`src/rtl/led_pkg.sv`:
```
// Shared definitions for the LED pattern generator: mode encodings, breathe
// ramp direction and the per-speed channel period helper.
package led_pkg;

  localparam logic [1:0] MODE_OFF     = 2'b00;
  localparam logic [1:0] MODE_ON      = 2'b01;
  localparam logic [1:0] MODE_BLINK   = 2'b10;
  localparam logic [1:0] MODE_BREATHE = 2'b11;

  typedef enum logic {
    DIR_UP   = 1'b0,
    DIR_DOWN = 1'b1
  } dir_e;

  // Channel period in prescaler ticks: 2^(SMAX - speed), so a larger speed is faster.
  function automatic int lim_of(input int speed, input int speed_w);
    int smax;
    smax = (1 << speed_w) - 1;
    return 1 << (smax - speed);
  endfunction

endpackage

```
`src/rtl/led_channel.sv`:
```
// One LED channel: input shadowing, period counter, blink phase, breathe
// duty ramp and the registered LED drive.
module led_channel
  import led_pkg::*;
#(
  parameter int SPEED_W = 2,
  parameter int PWM_W   = 4
) (
  input  logic               clk,
  input  logic               rst_n,
  input  logic               tick,
  input  logic [PWM_W-1:0]   pwm_cnt,
  input  logic [SPEED_W-1:0] speed,
  input  logic [1:0]         mode,
  output logic               led
);

  localparam int CNT_W = (1 << SPEED_W) - 1;
  localparam logic [PWM_W-1:0] DUTY_MAX = '1;

  logic [SPEED_W-1:0] speed_q;
  logic [1:0]         mode_q;
  logic [CNT_W-1:0]   ch_cnt;
  logic [CNT_W-1:0]   lim_m1;
  logic               phase;
  logic [PWM_W-1:0]   duty;
  dir_e               dir;
  logic               changed;
  logic               wrap;
  logic               evt;

  // NOTE: every always_comb output gets a value on every path, so no latch is inferred.
  always_comb begin
    lim_m1  = CNT_W'(lim_of(int'(speed), SPEED_W) - 1);
    changed = (speed != speed_q) || (mode != mode_q);
    wrap    = tick && (ch_cnt == lim_m1);
    evt     = wrap && !changed;
  end

  // NOTE: all state uses non-blocking assignments so every register samples
  // pre-edge values; the shadows are reset too so a post-reset setting counts as a change.
  always_ff @(posedge clk) begin
    if (!rst_n) begin
      speed_q <= '0;
      mode_q  <= MODE_OFF;
      ch_cnt  <= '0;
      phase   <= 1'b0;
      duty    <= '0;
      dir     <= DIR_UP;
      led     <= 1'b0;
    end else begin
      speed_q <= speed;
      mode_q  <= mode;

      // A speed/mode change restarts the channel and swallows any coincident event.
      if (changed) begin
        ch_cnt <= '0;
        phase  <= 1'b0;
        duty   <= '0;
        dir    <= DIR_UP;
      end else begin
        if (tick) begin
          ch_cnt <= wrap ? '0 : ch_cnt + 1'b1;
        end
        if (evt) begin
          phase <= ~phase;
          if (dir == DIR_UP) begin
            if (duty == DUTY_MAX) begin
              dir  <= DIR_DOWN;
              duty <= DUTY_MAX - 1'b1;
            end else begin
              duty <= duty + 1'b1;
            end
          end else begin
            if (duty == '0) begin
              dir  <= DIR_UP;
              duty <= PWM_W'(1);
            end else begin
              duty <= duty - 1'b1;
            end
          end
        end
      end

      case (mode)
        MODE_OFF:     led <= 1'b0;
        MODE_ON:      led <= 1'b1;
        MODE_BLINK:   led <= phase;
        MODE_BREATHE: led <= (pwm_cnt < duty);
      endcase
    end
  end

endmodule

```
`src/rtl/led_pattern_gen.sv`:
```
// Multi-channel LED driver: shared prescaler and PWM counter feeding NUM_CH
// channels. Define LED_ACTIVE_LOW_EN to invert the LED pins (active-low boards).
module led_pattern_gen
  import led_pkg::*;
#(
  parameter int NUM_CH   = 4,
  parameter int SPEED_W  = 2,
  parameter int BASE_DIV = 16,
  parameter int PWM_W    = 4
) (
  input  logic                      clk,
  input  logic                      rst_n,
  input  logic [NUM_CH*SPEED_W-1:0] speed,
  input  logic [NUM_CH*2-1:0]       mode,
  output logic [NUM_CH-1:0]         led
);

  // BASE_DIV must be at least 2 so the prescaler has a distinct wrap state.
  localparam int PRE_W = $clog2(BASE_DIV);
  localparam logic [PRE_W-1:0] PRE_LAST = PRE_W'(BASE_DIV - 1);

  logic [PRE_W-1:0]  pre_cnt;
  logic [PWM_W-1:0]  pwm_cnt;
  logic              tick;
  logic [NUM_CH-1:0] led_raw;

  assign tick = (pre_cnt == PRE_LAST);

  always_ff @(posedge clk) begin
    if (!rst_n) begin
      pre_cnt <= '0;
      pwm_cnt <= '0;
    end else begin
      pre_cnt <= tick ? '0 : pre_cnt + 1'b1;
      pwm_cnt <= pwm_cnt + 1'b1;
    end
  end

  for (genvar i = 0; i < NUM_CH; i++) begin : g_ch
    led_channel #(
      .SPEED_W (SPEED_W),
      .PWM_W   (PWM_W)
    ) u_ch (
      .clk     (clk),
      .rst_n   (rst_n),
      .tick    (tick),
      .pwm_cnt (pwm_cnt),
      .speed   (speed[i*SPEED_W +: SPEED_W]),
      .mode    (mode[2*i +: 2]),
      .led     (led_raw[i])
    );
  end

`ifdef LED_ACTIVE_LOW_EN
  assign led = ~led_raw;
`else
  assign led = led_raw;
`endif

endmodule

```
`config.mk`:
```
export PLATFORM = sky130hd
export DESIGN_NAME = led_pattern_gen
export DESIGN_NICKNAME = d
export VERILOG_FILES = /design/src/rtl/led_pkg.sv /design/src/rtl/led_channel.sv /design/src/rtl/led_pattern_gen.sv
export SDC_FILE = /design/constraint.sdc
export NUM_CORES = 1
export LEC_CHECK = 0
export ABC_AREA = 1
export CAP_MARGIN = 25
export CORE_ASPECT_RATIO = 1.5
export CORE_MARGIN = 2
export CORE_UTILIZATION = 60
export CTS_BUF_LIST = sky130_fd_sc_hd__clkbuf_4 sky130_fd_sc_hd__clkbuf_8 sky130_fd_sc_hd__clkbuf_16
export DETAILED_ROUTE_END_ITERATION = 6
export PLACE_DENSITY = 0.82
export SLEW_MARGIN = 30
export SYNTH_ARGS = -nofsm -noshare
export SYNTH_HDL_FRONTEND = slang
export SYNTH_HIERARCHICAL = 1
export SYNTH_SLANG_ARGS = --single-unit
```
`constraint.sdc`:
```
create_clock -name clk -period 2.95 [get_ports clk]
set_clock_uncertainty 0.05 [all_clocks]
set_input_delay 0.885 -clock clk [delete_from_list [all_inputs] [get_ports clk]]
set_output_delay 0.885 -clock clk [all_outputs]
set_load 0.005 [all_outputs]
```
After elaboration in Yosys (flattened, before gate mapping)
Index checks and enable logic that the tools add are counted.
{"block": "word_totals", "regBits": 64, "inputBits": 18, "out_inout_bits": 4, "word_cells": 155}
{"block": "classes", "n_addsub": 22, "order_cmp": 4, "eq_ne": 29, "n_shift": 4, "n_mux": 32, "n_bitwise": 5, "reduce_logical": 29}
{"operator": "1-bit by 32-bit left shift with 3-bit output, first input constant", "count": 4}
{"operator": "4-bit 2-to-1 mux", "count": 12}
{"operator": "4-bit by 1-bit adder with 4-bit output, second input constant", "count": 6}
{"operator": "4-bit == test, second input constant", "count": 5}
{"operator": "2-bit == test, second input constant", "count": 8}
{"operator": "4-bit zero test", "count": 4}
{"operator": "4-bit < comparator", "count": 4}
{"operator": "2-bit inequality test", "count": 8}
{"operator": "1-bit case mux with 4 select lines", "count": 4}
{"operator": "4-bit by 1-bit subtractor with 4-bit output, second input constant", "count": 4}
{"operator": "3-bit by 1-bit adder with 3-bit output, second input constant", "count": 4}
{"operator": "3-bit == test", "count": 4}
{"operator": "1-bit 2-to-1 mux", "count": 12}
{"operator": "3-bit 2-to-1 mux", "count": 4}
{"operator": "2-bit by 2-bit subtractor with 3-bit output, first input constant", "count": 4}
{"operator": "3-bit by 2-bit subtractor with 3-bit output, second input constant", "count": 4}
{"operator": "2-bit OR reduction", "count": 5}
{"operator": "2-bit by 1-bit == test with 1-bit output, second input constant", "count": 4}
{"operator": "1-bit logical AND", "count": 8}
{"operator": "2-bit zero test", "count": 4}
{"operator": "1-bit NOT", "count": 5}
{"operator": "1-bit zero test", "count": 4}
{"operator": "1-bit logical OR", "count": 4}

Logic depth before layout (Yosys ltp)
Gate-level depths: netlist (run 1).
{"block": "depth", "ltp_word": 6, "mapped_depth": 11, "ltp_nobuf": 11}

By module
Netlist (run 1), hierarchy kept.
{"mod": "led_channel", "instances": 4, "cells_each": 136, "area_per_inst_um2": 909.6, "seq_area_each_um2": 280.3}
{"mod": "led_pattern_gen", "instances": 1, "cells_each": 35, "area_per_inst_um2": 301.5, "seq_area_each_um2": 160.2}

Worst setup path before layout (run 1)
OpenSTA, ideal clock, no wires.
{"block": "synth_path", "kind": "register to register", "startpoint": "register pre_cnt[0]", "endpoint": "register g_ch[0].u_ch.duty[3]", "setup_time_ps": 113, "t_arrival_ps": 1952, "required_time_ps": 2787, "setup_slack_ps": 835, "path_stages_with_launch": 11, "n_path_buf": 0, "synth_period_minus_slack_ps": 2115, "cell_sequence": "dfxtp_1 ha_1 nand2_2 nor2_1 nand2_1 nor2_2 nand2_2 nor2_4 nand2_4 nor2_1 nor2_1"}
{"block": "synth_between", "elab_chain_cells": 3}
{"element": "from (decl)", "line_no": "led_pattern_gen.sv:22", "source": "logic [PRE_W-1:0] pre_cnt;"}
{"element": "from (signal assigned)", "line_no": "led_pattern_gen.sv:34", "source": "pre_cnt <= tick ? '0 : pre_cnt + 1'b1;"}
{"element": "4-bit == test", "line_no": "led_pattern_gen.sv:27", "source": "assign tick = (pre_cnt == PRE_LAST);"}
{"element": "net tick", "line_no": "led_pattern_gen.sv:24", "source": "logic tick;"}
{"element": "1-bit logical AND", "line_no": "led_channel.sv:36", "source": "wrap = tick && (ch_cnt == lim_m1);"}
{"element": "1-bit logical AND", "line_no": "led_channel.sv:37", "source": "evt = wrap && !changed;"}
{"element": "to (signal assigned)", "line_no": "led_channel.sv:70", "source": "duty <= DUTY_MAX - 1'b1;"}
{"element": "to (signal assigned)", "line_no": "led_channel.sv:72", "source": "duty <= duty + 1'b1;"}
{"element": "to (signal assigned)", "line_no": "led_channel.sv:79", "source": "duty <= duty - 1'b1;"}
{"element": "to (decl)", "line_no": "led_channel.sv:26", "source": "logic [PWM_W-1:0] duty;"}
The timed path passes the listed nets, and every way through them passes these cells.
A chain may end at the register's enable or synchronous reset.

Worst setup path after layout (run 1)
{"block": "layout_path", "startpoint": "register g_ch[2].u_ch.led", "endpoint": "output led[2]"}
{"element": "from (decl)", "line_no": "led_channel.sv:15", "source": "output logic led"}
{"element": "from (signal assigned)", "line_no": "led_channel.sv:88", "source": "MODE_BLINK: led <= phase;"}
{"element": "from (signal assigned)", "line_no": "led_channel.sv:89", "source": "MODE_BREATHE: led <= (pwm_cnt < duty);"}
{"element": "to (decl)", "line_no": "led_pattern_gen.sv:15", "source": "output logic [NUM_CH-1:0] led"}
No word-level cell between the ends.

==> results.tsv, run 1 <==
metric	value	unit
outcome	completed	
synth-simple-area-share	34.93	%
placedCellCount	674	
finalHoldViolations	0	
tritoncts_clock_tree	done	
detailedRoute.firstPassIterationCount	4	
area_growth	11.78	%
cts_made_buffers	9	
max_cap_violations	0	
buffer_ports.inserted	21	
synthTopCellsByCount	nand2_1, inv_1, dfxtp_1, nor2_1, nand3_1	
finalWeightedCongestion	0.8357	
cp_delay_by_family_top	buffers and inverters	
power-per-cell-area	390.8	mW/mm²
arrival	1.16	ns
critPathMaxFanout	1	
initial_core_util	61.17	%
boundaryPins	22	
syn_avg_cell_area	6.805	µm²
grt_start_max_net_pins	25	
rr_startpoint	pre_cnt[0]	
rows	36	
min_delay_path_depth	2	
routed_wire_length_per_instance	11.40	µm
dp_hpwl	5.868	mm
clock_network_latency_to_the_later_pin_of_the_worst_skew_pair	0.34	ns
clock_sink_count	64	
drtIter0Drc	167	
muxShareOfSynthArea	0	%
critical_path.cell_chain	clkdlybuf4s50_1	
ctsResizeCount	0	
cts.reportedPaths.clkPinSlew	0.06	ns
vias_per_cell	5.223	
overall_die_area	0.007245	mm²
cp-start-kind	register	
synth-edff-count	0	
drc_errors	0	
grt_pass1_vias	3321	
total_grt_usage	23.00	%
cts_htree_levels	3	
yosysTopAreaCell	dfxtp_1	
dieWidth	70.17	µm
critical_path_class	register to primary output	
worst_setup_ep_type	primary output	
synth.cell_area	0.003940	mm²
worst-path-buf-inv	1	
fin_crit	2.092	ns
adder_and_majority_cell_fraction_of_the_synthesized_area	9.527	%
timing.reg2reg.setup_slack	1.03	ns
final_critical_path_share_of_the_clock_period	70.90	%
finalNonFillerCells	687	
slew_at_the_pin_closest_to_its_max_slew_limit	0.3885	ns
synth_top_cells_by_area	dfxtp_1, nand2_1, ha_1, inv_1, nand3_1	
cp.required	2.02	ns
total_leakage_power	2.088	nW
yosys_register_bits	64	
unrepaired_setup_endpoints_after_global_routing	false	
clk_path_buf_depth	2	
synth_cell_type_count	22	
synth_top_family_by_area	simple AND/OR/NAND/NOR gates	
antenna_cells	0	
post_route_cells_drive_above_1_share	9.329	%
timing.hold.worst.start	g_ch[1].u_ch/phase	
chipHeight	103.3	µm
power.ir.vdd_worst	298.8	µV
grt_antenna_before_repair	0	
synthesis.nets	627	
finalMaxSlewViolations	0	
vias	3588	
coreArea	0.006441	mm²
critical-path-max-stage-delay	0.50	ns
routed_wirelength	7.833	mm
first_pass_grt_wire_length	13.37	mm
synthFlopType	dfxtp_1	
relSlewSlack	74.10	%
nNetsFinal	657	
final_antenna_net_count	0	
yosys.area_share.xor_xnor	4.668	%
post-cts-setup-buffer-count	0	
globalRoute.totalOverflow	0	
share_of_the_synthesized_area_in_compound_gates_ao_oa_aoi_oai	9.368	%
worstHoldPathType	register to register	
fillCellCount	572	
synth_seq_area_share	32.52	%
synthesis.instances	579	
timing.reg2reg.worst_path_depth	11	
critPathSlowestCell	clkdlybuf4s50_1	
root_buffer	clkbuf_8	
final_core_occ	68.38	%
setup_tns	0	ns
synthDominantCellAreaShare	32.52	%
synth-async-reset-ratio	0	%
synth_most_common_cell	nand2_1	
total_power	1.721	mW
cts_hold_repair.buffers	0	
setup_violations	0	
r2r_end	g_ch[2].u_ch/duty[2]	
synthesis_warnings	6	
timing.hold.worst_endpoint	g_ch[1].u_ch/phase	
maxClockFrequency	478.1	MHz
## cell type report
cell class	instances	area (µm²)	area share (%)
multi-input cells	422	2305	52.33
flip-flops and latches	64	1281	29.09
inverters	89	334.1	7.585
repair buffers	23	225.2	5.114
clock buffers	12	158.9	3.608
well taps	76	95.09	2.159
clock inverters	1	5.005	0.1136
## cells in the final DEF, fill, tap and decap left out, drive strengths merged
master,synthesis,final
or2,4,4
o21ai,33,33
clkbuf,0,12
o211ai,4,4
nand4,6,6
inv,89,89
dfxtp,64,64
xnor2,17,17
a21oi,26,26
clkdlybuf4s50,0,21
ha,30,30
clkinv,0,1
nand3,54,54
buf,4,2
xor2,4,4
nor2,67,67
a31oi,4,4
nand2,173,173
## per-layer routing
metal	track usage (%)	up-vias	wire length, µm
li1	-	1889	-
met3	5.620	16	290
met4	11.39	0	151
met2	45.13	55	4193
met5	0	-	0
met1	22.32	1628	3198
## logic make-up after synthesis
| family | count (synthesis) |
|---|---|
| adder cells (fa/ha/maj) | 30 |
| buffers and inverters | 93 |
| XOR/XNOR | 21 |
| AND/OR/NAND/NOR | 304 |
| AO/OA/AOI/OAI | 67 |
| flip-flops | 64 |
## metrics by stage
step | hold slack, ns | instance area (µm²) | setup WS, ns
final | 0.4091 | 4404 | 0.8583
after global routing | 0.4298 | 4404 | 0.7567
after CTS | 0.4105 | 4404 | 0.8347
after detailed placement | 0.4000 | 4240 | 0.5331
after global placement | 0.3945 | 4240 | 0.5800
after floorplan | 0.3802 | 3940 | 0.8346
## power breakdown
group | internal [mW] | switching (mW) | leakage, nW | total [mW]
logic | 0.0751 | 0.0922 | 1.48 | 0.167
clock network | 0.345 | 0.305 | 0.0876 | 0.650
registers | 0.887 | 0.0172 | 0.522 | 0.904
## worst reg2reg max path, stage by stage (launching register included)
cell and delay [ns]:
dfxtp_1 0.38, ha_1 0.20, nand2_2 0.08, nor2_1 0.09
buf_4 0.26, nand2_1 0.11, nor2_2 0.14, nand2_2 0.08
nor2_4 0.17, nand2_4 0.09, nor2_1 0.11, nor2_1 0.05
## registers in the layout, indices dropped and copies added, names as in the netlist
signal             count
g_ch.u_ch/ch_cnt      12
g_ch.u_ch/dir          4
g_ch.u_ch/duty        16
g_ch.u_ch/led          4
g_ch.u_ch/mode_q       8
g_ch.u_ch/phase        4
g_ch.u_ch/speed_q      8
pre_cnt                4
pwm_cnt                4
## worst max-delay path by stage
stage / end / cells past startpoint / slack [ns] / start
after CTS: led[0] / 1 / 0.83 / g_ch[0].u_ch/led
after detailed placement: g_ch[1].u_ch/duty[2] / 10 / 0.53 / speed[3]
after floorplan: g_ch[0].u_ch/duty[3] / 10 / 0.83 / pre_cnt[0]
after global routing: g_ch[2].u_ch/dir / 9 / 0.76 / speed[5]
final: led[2] / 1 / 0.86 / g_ch[2].u_ch/led
after global placement: g_ch[3].u_ch/duty[3] / 10 / 0.58 / speed[7]
Power figures use the tool's default switching activity.
==> run 2: changes to the inputs <==
Clock period 2.95 ns to 2.2 ns, I/O delays scaled along.
==> results.tsv, run 2 (synthesis results as in run 1) <==
metric	value	unit	change
outcome	completed		unchanged
grt_pass1_vias	3370		was 3321
post-cts-setup-buffer-count	0		unchanged
total_power	2.361	mW	was 1.721 mW
final_antenna_net_count	0		unchanged
final_cell_area	0.004462	mm²	was 0.004404 mm²
power-per-cell-area	529.3	mW/mm²	was 390.8 mW/mm²
tritoncts_clock_tree	done		unchanged
critical_path_class	register to register		was register to primary output
power.ir.vdd_worst	470.7	µV	was 298.8 µV
setup_tns	0	ns	unchanged
cts.reportedPaths.clkPinSlew	0.06	ns	about the same
min_delay_path_depth	1		was 2
root_buffer	clkbuf_8		unchanged
globalRoute.totalOverflow	0		unchanged
antenna_cells	0		unchanged
grt_antenna_before_repair	0		unchanged
cts_hold_repair.buffers	0		unchanged
vias	3596		was 3588
drtIter0Drc	109		was 167
clock_sink_count	64		unchanged
most_frequent_cells_in_the_layout	nand2_1, inv_1, dfxtp_1		unchanged
arrival	2.12	ns	was 1.16 ns
grt_start_max_net_pins	25		unchanged
relSlewSlack	79.55	%	was 74.10%
clk_path_buf_depth	2		unchanged
cts_made_buffers	9		unchanged
chipHeight	103.3	µm	unchanged
slew_at_the_pin_closest_to_its_max_slew_limit	0.3063	ns	was 0.3885 ns
holdWs	0.4102	ns	was 0.4091 ns
critPathMaxFanout	15		was 1
placed_cell_area	0.004280	mm²	was 0.004240 mm²
clock_network_latency_to_the_later_pin_of_the_worst_skew_pair	0.35	ns	was 0.34 ns
ctsResizeCount	0		unchanged
worstHoldPathType	register to register		unchanged
reg_top3	g_ch.u_ch/duty x16, g_ch.u_ch/ch_cnt x12		unchanged
cp.required	2.39	ns	was 2.02 ns
coreArea	0.006441	mm²	unchanged
total_leakage_power	2.116	nW	was 2.088 nW
worst_setup_ep_type	register		was primary output
dieWidth	70.17	µm	unchanged
maxClockFrequency	517.2	MHz	
dp_hpwl	5.918	mm	was 5.868 mm
post_route_cells_drive_above_1_share	9.919	%	was 9.329%
overall_die_area	0.007245	mm²	unchanged
max_cap_violations	0		unchanged
routed_wirelength	7.903	mm	was 7.833 mm
timing.reg2reg.worst_path_depth	11		unchanged
finalWeightedCongestion	0.8845		was 0.8357
largest_register_ffs	16		unchanged
finalMaxSlewViolations	0		unchanged
vias_per_cell	5.204		was 5.223
total_grt_usage	23.32	%	was 23.00%
fin_crit	1.934	ns	
setup_violations	0		unchanged
rows	36		unchanged
initial_core_util	61.17	%	unchanged
final_critical_path_share_of_the_clock_period	87.89	%	
buffer_ports.inserted	21		unchanged
routed_wire_length_per_instance	11.44	µm	was 11.40 µm
layout_commonest_cell	nand2_1		unchanged
nNetsFinal	659		was 657
drc_errors	0		unchanged
area_growth	13.24	%	was 11.78%
final_core_occ	69.27	%	was 68.38%
cts_htree_levels	3		unchanged
cp-start-kind	register		unchanged
finalHoldViolations	0		unchanged
first_pass_grt_wire_length	13.44	mm	was 13.37 mm
unrepaired_setup_endpoints_after_global_routing	false		unchanged
detailedRoute.firstPassIterationCount	6		was 4
max_flop_register	g_ch.u_ch/duty		unchanged
boundaryPins	22		unchanged
==> run 2: cell count changes in the layout (fill, tap and decap cells not counted), sizes merged <==
| cell | delta |
|---|---|
| clkinv | -1 |
| buf | +2 |
| clkbuf | +3 |
==> run 2: layout make-up <==
class | count | area (µm²)
sequential | 64 | 1281
fill | 573 | 1979
clock buffer | 15 | 181.4
multi-input combinational | 422 | 2305
tap | 76 | 95.09
inverter | 89 | 334.1
timing repair buffer | 25 | 265.3
==> run 2: power breakdown <==
part           leakage [nW]  switching [mW]  internal [mW]
combinational          1.50           0.125          0.103
sequential            0.522          0.0217           1.19
clock                0.0975           0.407          0.515
total                  2.12           0.554           1.81
==> run 2: critical path: stages (launching register included) <==
cell     delay (ns)
dfxtp_1        0.37
ha_1           0.20
nand2_2        0.08
nor2_1         0.22
buf_12         0.18
nand2_1        0.07
nor2_2         0.12
nand2_2        0.09
nor2_4         0.18
nand2_4        0.10
nor2_1         0.12
nor2_1         0.06
==> run 2: path summary, 6_finish.rpt <==
path | startpoint | end | slack [ns]
worst max-delay path | pre_cnt[0] | g_ch[2].u_ch/duty[0] | 0.27
worst min-delay path | pre_cnt[0] | pre_cnt[0] | 0.41
worst max register to register | pre_cnt[0] | g_ch[2].u_ch/duty[0] | 0.27
worst min register to register | pre_cnt[0] | pre_cnt[0] | 0.41
==> run 2: metrics by stage <==
stage / setup WS (ns) / instances
3_5_place_dp: -0.002299 / 676
3_3_place_gp: 0.04058 / 676
6_report: 0.2664 / 691
5_1_grt: 0.08214 / 691
4_1_cts: 0.2502 / 691
2_1_floorplan: 0.08465 / 579
==> run 2: routing by layer <==
metal  part of all wire [%]  up-vias  global-route usage [%]
met5                      0        -                       0
met4                    2.0        0                   14.50
met3                    4.1       14                   5.523
met2                     54       71                   44.98
met1                     40     1624                   22.19
li1                       -     1887                       -
